==> src/rtl/router_wght_if.sv <==
// Handshake bundle of one weight router: two src ports in, two dst ports out.
// slave = router side, master = the environment (local producer/consumer and neighbour).
interface router_wght_if #(
  parameter int DATA_WIDTH = 8
);
  logic                  ready_src_port_0;
  logic [DATA_WIDTH-1:0] data_src_port_0;
  logic                  enable_src_port_0;
  logic                  ready_src_port_1;
  logic [DATA_WIDTH-1:0] data_src_port_1;
  logic                  enable_src_port_1;
  logic                  ready_dst_port_0;
  logic [DATA_WIDTH-1:0] data_dst_port_0;
  logic                  enable_dst_port_0;
  logic                  ready_dst_port_1;
  logic [DATA_WIDTH-1:0] data_dst_port_1;
  logic                  enable_dst_port_1;

  modport slave (
    output ready_src_port_0, ready_src_port_1,
    output data_dst_port_0, enable_dst_port_0,
    output data_dst_port_1, enable_dst_port_1,
    input  data_src_port_0, enable_src_port_0,
    input  data_src_port_1, enable_src_port_1,
    input  ready_dst_port_0, ready_dst_port_1
  );

  modport master (
    input  ready_src_port_0, ready_src_port_1,
    input  data_dst_port_0, enable_dst_port_0,
    input  data_dst_port_1, enable_dst_port_1,
    output data_src_port_0, enable_src_port_0,
    output data_src_port_1, enable_src_port_1,
    output ready_dst_port_0, ready_dst_port_1
  );
endinterface

==> src/rtl/router_wght.sv <==
// Weight router: master broadcasts local src0 to both dst stages, slave forwards neighbour src1 to dst0.
// One register stage per dst port (1-cycle latency); master src0 stalls unless both stages can accept.
module router_wght #(
  parameter int DATA_WIDTH = 8,
  parameter int FULL_PORTS = 2
) (
  input  logic          clk_i,
  input  logic          rst_ni,
  input  logic          router_mode_i,
  router_wght_if.slave  bus
);

  typedef enum logic {
    MODE_MASTER = 1'b0,
    MODE_SLAVE  = 1'b1
  } mode_e;

  mode_e                 mode;
  logic [FULL_PORTS-1:0] dst_rdy;
  logic [FULL_PORTS-1:0] can_accept;
  logic [FULL_PORTS-1:0] stage_vld;
  logic [FULL_PORTS-1:0] stage_vld_nxt;
  logic [DATA_WIDTH-1:0] stage_dat     [FULL_PORTS];
  logic [DATA_WIDTH-1:0] stage_dat_nxt [FULL_PORTS];
  logic                  src0_rdy;
  logic                  src1_rdy;
  logic                  src0_xfer;
  logic                  src1_xfer;

  assign mode       = mode_e'(router_mode_i);
  assign dst_rdy    = {bus.ready_dst_port_1, bus.ready_dst_port_0};
  assign can_accept = ~stage_vld | dst_rdy;

  // Mode steers the src readies combinationally; stage contents are untouched by a mode change.
  always_comb begin
    src0_rdy = 1'b0;
    src1_rdy = 1'b0;
    unique case (mode)
      MODE_MASTER: src0_rdy = can_accept[0] & can_accept[1];
      MODE_SLAVE:  src1_rdy = can_accept[0];
      default: ;
    endcase
  end

  assign src0_xfer = bus.enable_src_port_0 & src0_rdy;
  assign src1_xfer = bus.enable_src_port_1 & src1_rdy;

  // A stage that can accept always reloads, so an idle slot clears to valid=0/data=0.
  always_comb begin
    stage_vld_nxt = stage_vld;
    for (int i = 0; i < FULL_PORTS; i++) begin
      stage_dat_nxt[i] = stage_dat[i];
    end

    if (can_accept[0]) begin
      stage_vld_nxt[0] = src0_xfer | src1_xfer;
      if (src0_xfer) begin
        stage_dat_nxt[0] = bus.data_src_port_0;
      end else if (src1_xfer) begin
        stage_dat_nxt[0] = bus.data_src_port_1;
      end else begin
        stage_dat_nxt[0] = '0;
      end
    end

    // Stage 1 only ever carries the master broadcast; a slave never back-forwards.
    if (can_accept[1]) begin
      stage_vld_nxt[1] = src0_xfer;
      stage_dat_nxt[1] = src0_xfer ? bus.data_src_port_0 : '0;
    end
  end

  always_ff @(posedge clk_i or negedge rst_ni) begin
    if (!rst_ni) begin
      stage_vld <= '0;
      for (int i = 0; i < FULL_PORTS; i++) begin
        stage_dat[i] <= '0;
      end
    end else begin
      stage_vld <= stage_vld_nxt;
      for (int i = 0; i < FULL_PORTS; i++) begin
        stage_dat[i] <= stage_dat_nxt[i];
      end
    end
  end

  assign bus.ready_src_port_0  = src0_rdy;
  assign bus.ready_src_port_1  = src1_rdy;
  assign bus.enable_dst_port_0 = stage_vld[0];
  assign bus.data_dst_port_0   = stage_dat[0];
  assign bus.enable_dst_port_1 = stage_vld[1];
  assign bus.data_dst_port_1   = stage_dat[1];

  a_one_source: assert property (@(posedge clk_i) disable iff (!rst_ni)
    !(src0_xfer && src1_xfer));
  a_idle_zero0: assert property (@(posedge clk_i) disable iff (!rst_ni)
    !stage_vld[0] |-> (stage_dat[0] == '0));
  a_idle_zero1: assert property (@(posedge clk_i) disable iff (!rst_ni)
    !stage_vld[1] |-> (stage_dat[1] == '0));

endmodule

==> src/flat_wrapper.sv <==
// flat-port wrapper written by rule: the top's interface ports become plain ports
module router_wght_flat 
#(
  parameter int DATA_WIDTH = 8,
  parameter int FULL_PORTS = 2
)
  (clk_i, rst_ni, router_mode_i, bus_ready_src_port_0, bus_ready_src_port_1, bus_data_dst_port_0, bus_enable_dst_port_0, bus_data_dst_port_1, bus_enable_dst_port_1, bus_data_src_port_0, bus_enable_src_port_0, bus_data_src_port_1, bus_enable_src_port_1, bus_ready_dst_port_0, bus_ready_dst_port_1);
  router_wght_if #(.DATA_WIDTH(DATA_WIDTH)) bus_i ();
  input  logic clk_i;
  input  logic rst_ni;
  input  logic router_mode_i;
  output wire logic [$bits(bus_i.ready_src_port_0)-1:0] bus_ready_src_port_0;
  output wire logic [$bits(bus_i.ready_src_port_1)-1:0] bus_ready_src_port_1;
  output wire logic [$bits(bus_i.data_dst_port_0)-1:0] bus_data_dst_port_0;
  output wire logic [$bits(bus_i.enable_dst_port_0)-1:0] bus_enable_dst_port_0;
  output wire logic [$bits(bus_i.data_dst_port_1)-1:0] bus_data_dst_port_1;
  output wire logic [$bits(bus_i.enable_dst_port_1)-1:0] bus_enable_dst_port_1;
  input wire logic [$bits(bus_i.data_src_port_0)-1:0] bus_data_src_port_0;
  input wire logic [$bits(bus_i.enable_src_port_0)-1:0] bus_enable_src_port_0;
  input wire logic [$bits(bus_i.data_src_port_1)-1:0] bus_data_src_port_1;
  input wire logic [$bits(bus_i.enable_src_port_1)-1:0] bus_enable_src_port_1;
  input wire logic [$bits(bus_i.ready_dst_port_0)-1:0] bus_ready_dst_port_0;
  input wire logic [$bits(bus_i.ready_dst_port_1)-1:0] bus_ready_dst_port_1;
  assign bus_ready_src_port_0 = bus_i.ready_src_port_0;
  assign bus_ready_src_port_1 = bus_i.ready_src_port_1;
  assign bus_data_dst_port_0 = bus_i.data_dst_port_0;
  assign bus_enable_dst_port_0 = bus_i.enable_dst_port_0;
  assign bus_data_dst_port_1 = bus_i.data_dst_port_1;
  assign bus_enable_dst_port_1 = bus_i.enable_dst_port_1;
  assign bus_i.data_src_port_0 = bus_data_src_port_0;
  assign bus_i.enable_src_port_0 = bus_enable_src_port_0;
  assign bus_i.data_src_port_1 = bus_data_src_port_1;
  assign bus_i.enable_src_port_1 = bus_enable_src_port_1;
  assign bus_i.ready_dst_port_0 = bus_ready_dst_port_0;
  assign bus_i.ready_dst_port_1 = bus_ready_dst_port_1;
  router_wght #(.DATA_WIDTH(DATA_WIDTH), .FULL_PORTS(FULL_PORTS)) u_core (.clk_i(clk_i), .rst_ni(rst_ni), .router_mode_i(router_mode_i), .bus(bus_i));
endmodule
==> config.mk <==
export PLATFORM = sky130hd
export DESIGN_NAME = router_wght_flat
export DESIGN_NICKNAME = d
export VERILOG_FILES = /design/src/rtl/router_wght_if.sv /design/src/rtl/router_wght.sv /design/src/flat_wrapper.sv
export SDC_FILE = /design/constraint.sdc
export NUM_CORES = 1
export LEC_CHECK = 0
export BUFFER_PORTS_ARGS = -buffer_cell sky130_fd_sc_hd__buf_4
export CORE_MARGIN = 2
export CORE_UTILIZATION = 37
export CTS_CLUSTER_DIAMETER = 50
export CTS_CLUSTER_SIZE = 12
export DETAILED_ROUTE_END_ITERATION = 12
export HOLD_SLACK_MARGIN = 0.12
export PLACE_DENSITY = 0.84
export SYNTH_ARGS = -nofsm -noshare
export SYNTH_HDL_FRONTEND = slang
export SYNTH_SLANG_ARGS = --single-unit
==> constraint.sdc <==
create_clock -name clk_i -period 1.2 [get_ports clk_i]
set_input_delay 0.24 -clock clk_i [delete_from_list [all_inputs] [get_ports clk_i]]
set_output_delay 0.24 -clock clk_i [all_outputs]
set_load 0.03 [all_outputs]
==> results.cfg, run 1 <==
[outcome]
outcome = finished, violations left
violations = setup timing

[detailed_routing]
drt-vias-per-instance = 5.06
ant_nets = 0
vias = 688
wl_per_cell_um = 15.4
drt-total-wl_um = 2100
drcViolationCount = 0
drt_iter0_drc = 9
first_pass_iters = 4

[setup_path]
crit_type = reg -> out
cp-start-kind = flip-flop
arrival_ns = 1.24
critPathRequiredTime_ns = 0.96
crit_path_max_fanout = 2
critPathCaptureType = output pin

[sta]
fin_ws_ns = -0.280
post-route-min-period_ns = 1.48
slew_viol_final = 0
worst_pin_slew_ns = 0.312
setup_viol = 21
period_share_pct = 123
hold_viol = 0
fmaxAchievable_mhz = 676
rsz0062_at_grt = yes
clock_skew_ns = 0.00195
relSlewSlack_pct = 79.1

[grt]
grt.busiest_layer = met2
grt_max_degree = 19
antenna_found_initial = 0
grt_pass1_wl_um = 3370
grt.met1_usage_pct = 21.6
grt_usage_pct = 18.9
grt_pass1_vias = 716
grt_use_met2_pct = 35.2
gr-total-overflow = 0
grt_use_met3_pct = 3.07

[pwr]
power_frac_comb_pct = 34.3
p_sw_w = 0.000472
clockPowerShare_pct = 20.2
leakage_nw = 0.653
fin_total_pwr_w = 0.00152
p_int_w = 0.00105
p_sw_share_pct = 31.1
p_seq_share_pct = 45.5
ir_drop_v = 0.000633
powerDensity_nw_per_um2 = 1190

[clock_tree]
path_clk_slew_ns = 0.10
cts_buffers = 3
cts_tree = yes
clk-insertion-delay-late_ns = 0.28
clock_path_buffers = 2
htreeDepth = 1
cts_num_sinks = 18
root_buffer = clkbuf_4

[yosys]
syn_area_um2 = 748
avgSynthCellArea_um2 = 13.9
synth_fp_nets = 77
synthCells = 54
ys_types = 17
synth_seq_area_share_pct = 60.2
netlist_top_cells_area = dfrtp_1, a221o_1, a22o_1
ys_ff_latch = 18
yosysWarnings = 0
yosys.area.top_type_share_pct = 60.2
synth.largest_area_cell = dfrtp_1

[layout]
mostFrequentLayoutCell = buf_4
syn_to_final_growth_pct = 70.7
fillers = 165
final_cells = 136
drive_above_1_share_pct = 60.6
layout.nets = 133
antenna_cells = 0
fin_area_um2 = 1280
final_cell_mix = buf_4, dfrtp_1, a22o_1, a221o_1, buf_6

[placement]
placed_cell_area_um2 = 1160
portBuffers = 42
dp.cells = 126
dp_hpwl_um = 1550
gp_congestion = 0.681

[floorplan]
fp.dieW_um = 49.0
io_pins = 43
initial_utilization_pct = 38.5
dieArea_um2 = 2400
coreArea_um2 = 1940
rows = 16
die_h_um = 49.0

[job]
drv_cap = 0

[worst_hold_path]
hp-class = in -> reg
==> timing repair <==
item	in CTS	in global routing
hold buffers	1	0
endpoints found under the setup margin	20	21
resized for setup	8	4
pin swaps	7	2
hold endpoints to repair	18	0
setup buffers	4	1
==> power groups by stage <==
stage          registers [W]  logic (W)  clock network [W]
2_1_floorplan       0.000808   0.000134                  0
3_3_place_gp        0.000701   0.000454                  0
3_5_place_dp        0.000701   0.000468                  0
4_1_cts             0.000693   0.000511           0.000305
5_1_grt             0.000700   0.000552           0.000324
6_report            0.000692   0.000522           0.000307
==> cell type report <==
cell class	instances	area [um^2]	share of cell area, %
sequential	18	453	35.5
tap	27	33.8	2.64
clock buffer	4	26.3	2.06
timing repair buffer	54	454	35.6
multi-input combinational	33	310	24.3
==> state kept, by name (all words and copies together), names as in the netlist <==
name                        cells
u_core.bus.data_dst_port_1      8
u_core.stage_vld                2
u_core.bus.data_dst_port_0      8
==> routing by layer <==
metal / part of all wire, % / wire (um)
met5: 0 / 0
met4: 0.53 / 11
met3: 6.6 / 139
met2: 53 / 1120
met1: 39 / 824
==> stage by stage <==
stage	hold slack (ns)	setup slack [ns]	utilization [%]	setup TNS [ns]
3_5_place_dp	0.117	-0.158	59.6	-2.08
5_1_grt	0.171	-0.337	65.8	-5.18
2_1_floorplan	-0.0556	-0.230	-	-3.37
4_1_cts	0.169	-0.284	64.6	-4.25
3_3_place_gp	0.116	-0.0996	59.6	-0.913
6_report	0.171	-0.280	65.8	-3.93
==> cell families after synthesis <==
group | synth area share, %
AND/OR/NAND/NOR | 17.1
AO/OA/AOI/OAI | 20.2
buffers and inverters | 2.51
flip-flops | 60.2
==> worst paths after layout <==
check / cells past startpoint / end / slack (ns) / startpoint
max in group asynchronous: 2 / u_core.stage_vld[1] / 0.66 / rst_ni
worst max register to register: 5 / u_core.bus.data_dst_port_0[6] / -0.21 / u_core.stage_vld[0]
min in group asynchronous: 2 / u_core.bus.data_dst_port_1[4] / 0.34 / rst_ni
worst max-delay path: 4 / bus_ready_src_port_0 / -0.28 / u_core.stage_vld[1]
worst min-delay path: 2 / u_core.bus.data_dst_port_1[4] / 0.17 / bus_data_src_port_0[4]
worst min register to register: 1 / u_core.bus.data_dst_port_1[5] / 0.51 / u_core.bus.data_dst_port_1[5]
==> critical path: stages, from the launching register on <==
cell and delay (ns):
dfrtp_2 0.42, nor2b_4 0.13, buf_6 0.11, nor3_4 0.15, buf_6 0.15
==> synth_stat cells <==
library cell	count
and2_1	2
clkbuf_1	2
nor2b_4	1
nor4b_4	1
or2_2	1
or3_1	1
nor3_1	1
nor2b_1	1
buf_6	1
a22o_1	8
dfrtp_1	18
a221o_1	7
nand2_1	1
a221o_2	1
nor2_1	1
nor2b_2	1
and2_0	6
(Power assumes the default switching activity.)
==> run 2: changes to the inputs <==
MAX_ROUTING_LAYER = met4   (was unset)
==> results.cfg, run 2 (synthesis results as in run 1) <==
[outcome]
outcome = finished, violations left
violations = setup timing

[pwr]
p_seq_share_pct = 45.5
leakage_nw = 0.653
ir_drop_v = 0.000633
p_sw_share_pct = 31.1
power_frac_comb_pct = 34.3
clockPowerShare_pct = 20.2
p_sw_w = 0.000472
p_int_w = 0.00105
powerDensity_nw_per_um2 = 1190

[clock_tree]
cts_tree = yes
cts_num_sinks = 18
clk-insertion-delay-late_ns = 0.28
clock_path_buffers = 2
path_clk_slew_ns = 0.10
cts_buffers = 3
root_buffer = clkbuf_4
htreeDepth = 1

[setup_path]
critPathRequiredTime_ns = 0.96
ff2ff_path_depth = 5
reg2reg_from = u_core.stage_vld[0]
cp_slowest_cell = dfrtp_2
crit_type = reg -> out
cp-start-kind = flip-flop
cp_num_buf_inv = 2
reg2reg_to = u_core.bus.data_dst_port_0[6]
critical-path-max-stage-delay_ns = 0.42
critPathTopFamily = flip-flops
critPathCaptureType = output pin
arrival_ns = 1.24
path_depth = 4
cp_cell_sequence = nor2b_4, buf_6, nor3_4, buf_6
reg2reg_setup_slack_ns = -0.21
crit_path_max_fanout = 2
path_common_cell = buf_6

[layout]
drive_above_1_share_pct = 60.6
multiInputGateArea_um2 = 310
mostFrequentLayoutCell = buf_4
regArea_um2 = 453
fillers = 165
syn_to_final_growth_pct = 70.7
layout.nets = 133
fin_area_um2 = 1280
final_util_pct = 65.8
antenna_cells = 0
final_cell_mix = buf_4, dfrtp_1, a22o_1, a221o_1, buf_6

[detailed_routing]
ant_nets = 0
vias = 688
drt_iter0_drc = 9
first_pass_iters = 4
drt-total-wl_um = 2100
wl_per_cell_um = 15.4
drcViolationCount = 0
drt-vias-per-instance = 5.06

[sta]
period_share_pct = 123
post-route-min-period_ns = 1.48
fin_ws_ns = -0.280
fmaxAchievable_mhz = 676
clock_skew_ns = 0.00195
rsz0062_at_grt = yes
relSlewSlack_pct = 79.1
slew_viol_final = 0
setup_viol = 21
holdWs_ns = 0.171
hold_viol = 0
worst_pin_slew_ns = 0.312

[grt]
gr-total-overflow = 0
grt_max_degree = 19
grt_pass1_wl_um = 3360
grt_pass1_vias = 717
grt_usage_pct = 19.5
antenna_found_initial = 0

[placement]
dp_hpwl_um = 1550
portBuffers = 42
placed_cell_area_um2 = 1160
gp_congestion = 0.688

[floorplan]
die_h_um = 49.0
rows = 16
coreArea_um2 = 1940
initial_utilization_pct = 38.5
fp.dieW_um = 49.0
dieArea_um2 = 2400
io_pins = 43

[worst_hold_path]
min_path_cells = 2
hp-class = in -> reg
hp-start = bus_data_src_port_0[4]
hold_path_end = u_core.bus.data_dst_port_1[4]

[job]
drv_cap = 0
==> run 2: power by group through the flow <==
stage               Combinational, W  Sequential (W)  Clock [W]
floorplan                   0.000134        0.000808          0
global placement            0.000454        0.000701          0
detailed placement          0.000468        0.000701          0
CTS                         0.000511        0.000693   0.000305
global route                0.000552        0.000700   0.000324
finish                      0.000522        0.000692   0.000307
==> run 2: metal layers <==
metal	routed length, um	vias up	global-route usage [%]	part of all wire, %
li1	-	313	-	-
met1	824	339	21.6	39
met2	1120	34	35.2	53
met3	139	2	3.07	6.6
met4	11	0	7.14	0.53
met5	0	-	-	0
==> run 2: worst max path at each step <==
stage | startpoint | end
3_5_place_dp | u_core.stage_vld[0] | u_core.bus.data_dst_port_0[2]
3_3_place_gp | u_core.stage_vld[0] | u_core.bus.data_dst_port_0[2]
2_1_floorplan | u_core.stage_vld[0] | u_core.bus.data_dst_port_0[2]
5_1_grt | u_core.stage_vld[1] | bus_ready_src_port_0
4_1_cts | u_core.stage_vld[1] | bus_ready_src_port_0
6_report | u_core.stage_vld[1] | bus_ready_src_port_0
==> run 2: timing repair <==
| item | CTS | global route |
|---|---|---|
| buffers inserted | 4 | 1 |
| hold endpoints to repair | 18 | 0 |
| endpoints found under the setup margin | 20 | 21 |
| hold buffers | 1 | 0 |
| pin swaps | 7 | 2 |
| gates resized for setup | 8 | 4 |
| cloned | 0 | 0 |
==> run 2: cell type report <==
type	count	area share, %
tap	27	2.64
multi-input combinational	33	24.3
timing repair buffer	54	35.6
sequential	18	35.5
clock buffer	4	2.06
==> run 2: per-stage QoR <==
| stage | cells | power, W | TNS [ns] | worst slack [ns] |
|---|---|---|---|---|
| final | 136 | 0.00152 | -3.93 | -0.280 |
| after global routing | 136 | 0.00158 | -5.18 | -0.337 |
| after CTS | 135 | 0.00151 | -4.25 | -0.284 |
| after detailed placement | 126 | 0.00117 | -2.08 | -0.158 |
| after global placement | 126 | 0.00115 | -0.913 | -0.0996 |
| after floorplan | 54 | 0.000942 | -3.37 | -0.230 |
==> run 3: changes to the inputs <==
==> constraint.sdc (replaced) <==
create_clock -name clk_i -period 1.2 [get_ports clk_i]
set_input_delay 0.24 -clock clk_i [delete_from_list [all_inputs] [get_ports clk_i]]
set_output_delay 0.24 -clock clk_i [all_outputs]
set_load 0.01 [all_outputs]
==> results.cfg, run 3 (synthesis results as in run 1) <==
[floorplan]
fp.dieW_um = 49.0
io_pins = 43
die_h_um = 49.0
rows = 16
dieArea_um2 = 2400
initial_utilization_pct = 38.5
coreArea_um2 = 1940

[sta]
post-route-min-period_ns = 1.42
worst_pin_slew_ns = 0.332
clock_skew_ns = 0.00593
period_share_pct = 118
setup_viol = 20
fin_setup_tns_ns = -3.92
slew_viol_final = 0
fmaxAchievable_mhz = 704
holdWs_ns = 0.185
relSlewSlack_pct = 77.8
fin_ws_ns = -0.220
rsz0062_at_grt = yes
hold_viol = 0

[placement]
dp_hpwl_um = 1480
portBuffers = 42
gp_congestion = 0.841

[detailed_routing]
drt_iter0_drc = 16
drcViolationCount = 0
ant_nets = 0
drt-total-wl_um = 2120
vias = 702
wl_per_cell_um = 15.4
drt-vias-per-instance = 5.09
first_pass_iters = 4

[clock_tree]
clk-insertion-delay-late_ns = 0.28
cts_buffers = 3
cts_num_sinks = 18
path_clk_slew_ns = 0.10
htreeDepth = 1
clock_path_buffers = 2
cts_tree = yes
root_buffer = clkbuf_4

[pwr]
p_sw_share_pct = 26.3
clockPowerShare_pct = 20.4
p_int_w = 0.00103
p_sw_w = 0.000365
p_seq_share_pct = 49.7
power_frac_comb_pct = 29.9
leakage_nw = 0.663
powerDensity_nw_per_um2 = 1100
ir_drop_v = 0.000499

[layout]
layout.nets = 136
antenna_cells = 0
mostFrequentLayoutCell = buf_4
syn_to_final_growth_pct = 69.1
multiInputGateArea_um2 = 302
final_cell_mix = buf_4, dfrtp_1, a22o_1, a221o_1, buf_6
final_util_pct = 65.1
regArea_um2 = 450
fillers = 128
drive_above_1_share_pct = 60.4

[setup_path]
critPathRequiredTime_ns = 1.42
reg2reg_from = u_core.stage_vld[0]
crit_start = u_core.stage_vld[0]
arrival_ns = 1.64
critPathCaptureType = flip-flop
cp-start-kind = flip-flop
crit_path_max_fanout = 9
crit_type = reg -> reg

[grt]
grt.met1_usage_pct = 24.0
grt_usage_pct = 18.9
grt_pass1_vias = 713
grt_use_met3_pct = 4.91
gr-total-overflow = 0
grt.busiest_layer = met2
grt_max_degree = 19
antenna_found_initial = 0
grt_pass1_wl_um = 3370
grt_use_met2_pct = 29.7

[worst_hold_path]
hp-start = bus_data_src_port_1[3]
hp-class = in -> reg

[outcome]
violations = setup timing
outcome = finished, violations left

[job]
drv_cap = 0
==> run 3: repair_timing <==
item | 4_1_cts | 5_1_grt
pin swaps | 3 | 3
setup buffers | 4 | 0
hold buffers | 1 | 0
resized for setup | 6 | 7
endpoints found under the hold margin | 18 | 0
endpoints found under the setup margin | 15 | 21
cloned | 0 | 1
==> run 3: power groups by stage <==
stage                     Sequential, W  Combinational (W)  Clock (W)
after CTS                      0.000688           0.000395   0.000294
after global placement         0.000697           0.000353          0
final                          0.000691           0.000416   0.000284
after detailed placement       0.000699           0.000360          0
after global routing           0.000697           0.000446   0.000321
after floorplan                0.000723           0.000114          0
==> run 3: path summary, 6_finish.rpt <==
kind,slack (ns),cells after the start,to
max in group asynchronous,0.65,2,u_core.bus.data_dst_port_0[2]
min in group asynchronous,0.35,2,u_core.bus.data_dst_port_0[3]
worst min-delay path,0.19,2,u_core.bus.data_dst_port_0[3]
worst min register to register,0.52,1,u_core.bus.data_dst_port_1[0]
worst max-delay path,-0.22,5,u_core.bus.data_dst_port_0[7]
worst max register to register,-0.22,5,u_core.bus.data_dst_port_0[7]
==> run 3: stage by stage <==
step | setup slack (ns) | cell area [um^2] | power, W | instances
after floorplan | -0.143 | 753 | 0.000836 | 54
after global routing | -0.278 | 1260 | 0.00146 | 138
after global placement | -0.0368 | 1150 | 0.00105 | 129
final | -0.220 | 1260 | 0.00139 | 138
after detailed placement | -0.0607 | 1150 | 0.00106 | 129
after CTS | -0.225 | 1240 | 0.00138 | 137
==> run 3: critical path: stages, from the launching register on <==
cell	delay, ns
dfrtp_1	0.40
nor2b_4	0.14
buf_6	0.12
nor4b_4	0.36
buf_6	0.19
a221o_1	0.15
==> run 3: final cells by class <==
| type | instances | area share (%) |
|---|---|---|
| clock buffer | 3 | 1.78 |
| timing repair buffer | 57 | 36.1 |
| multi-input combinational | 33 | 23.8 |
| tap | 27 | 2.67 |
| sequential | 18 | 35.6 |
==> run 3: metal layers <==
layer	share of wire, %	vias up
met5	0	-
met4	0.33	0
met3	7.3	2
met2	48	38
met1	44	344
li1	-	318
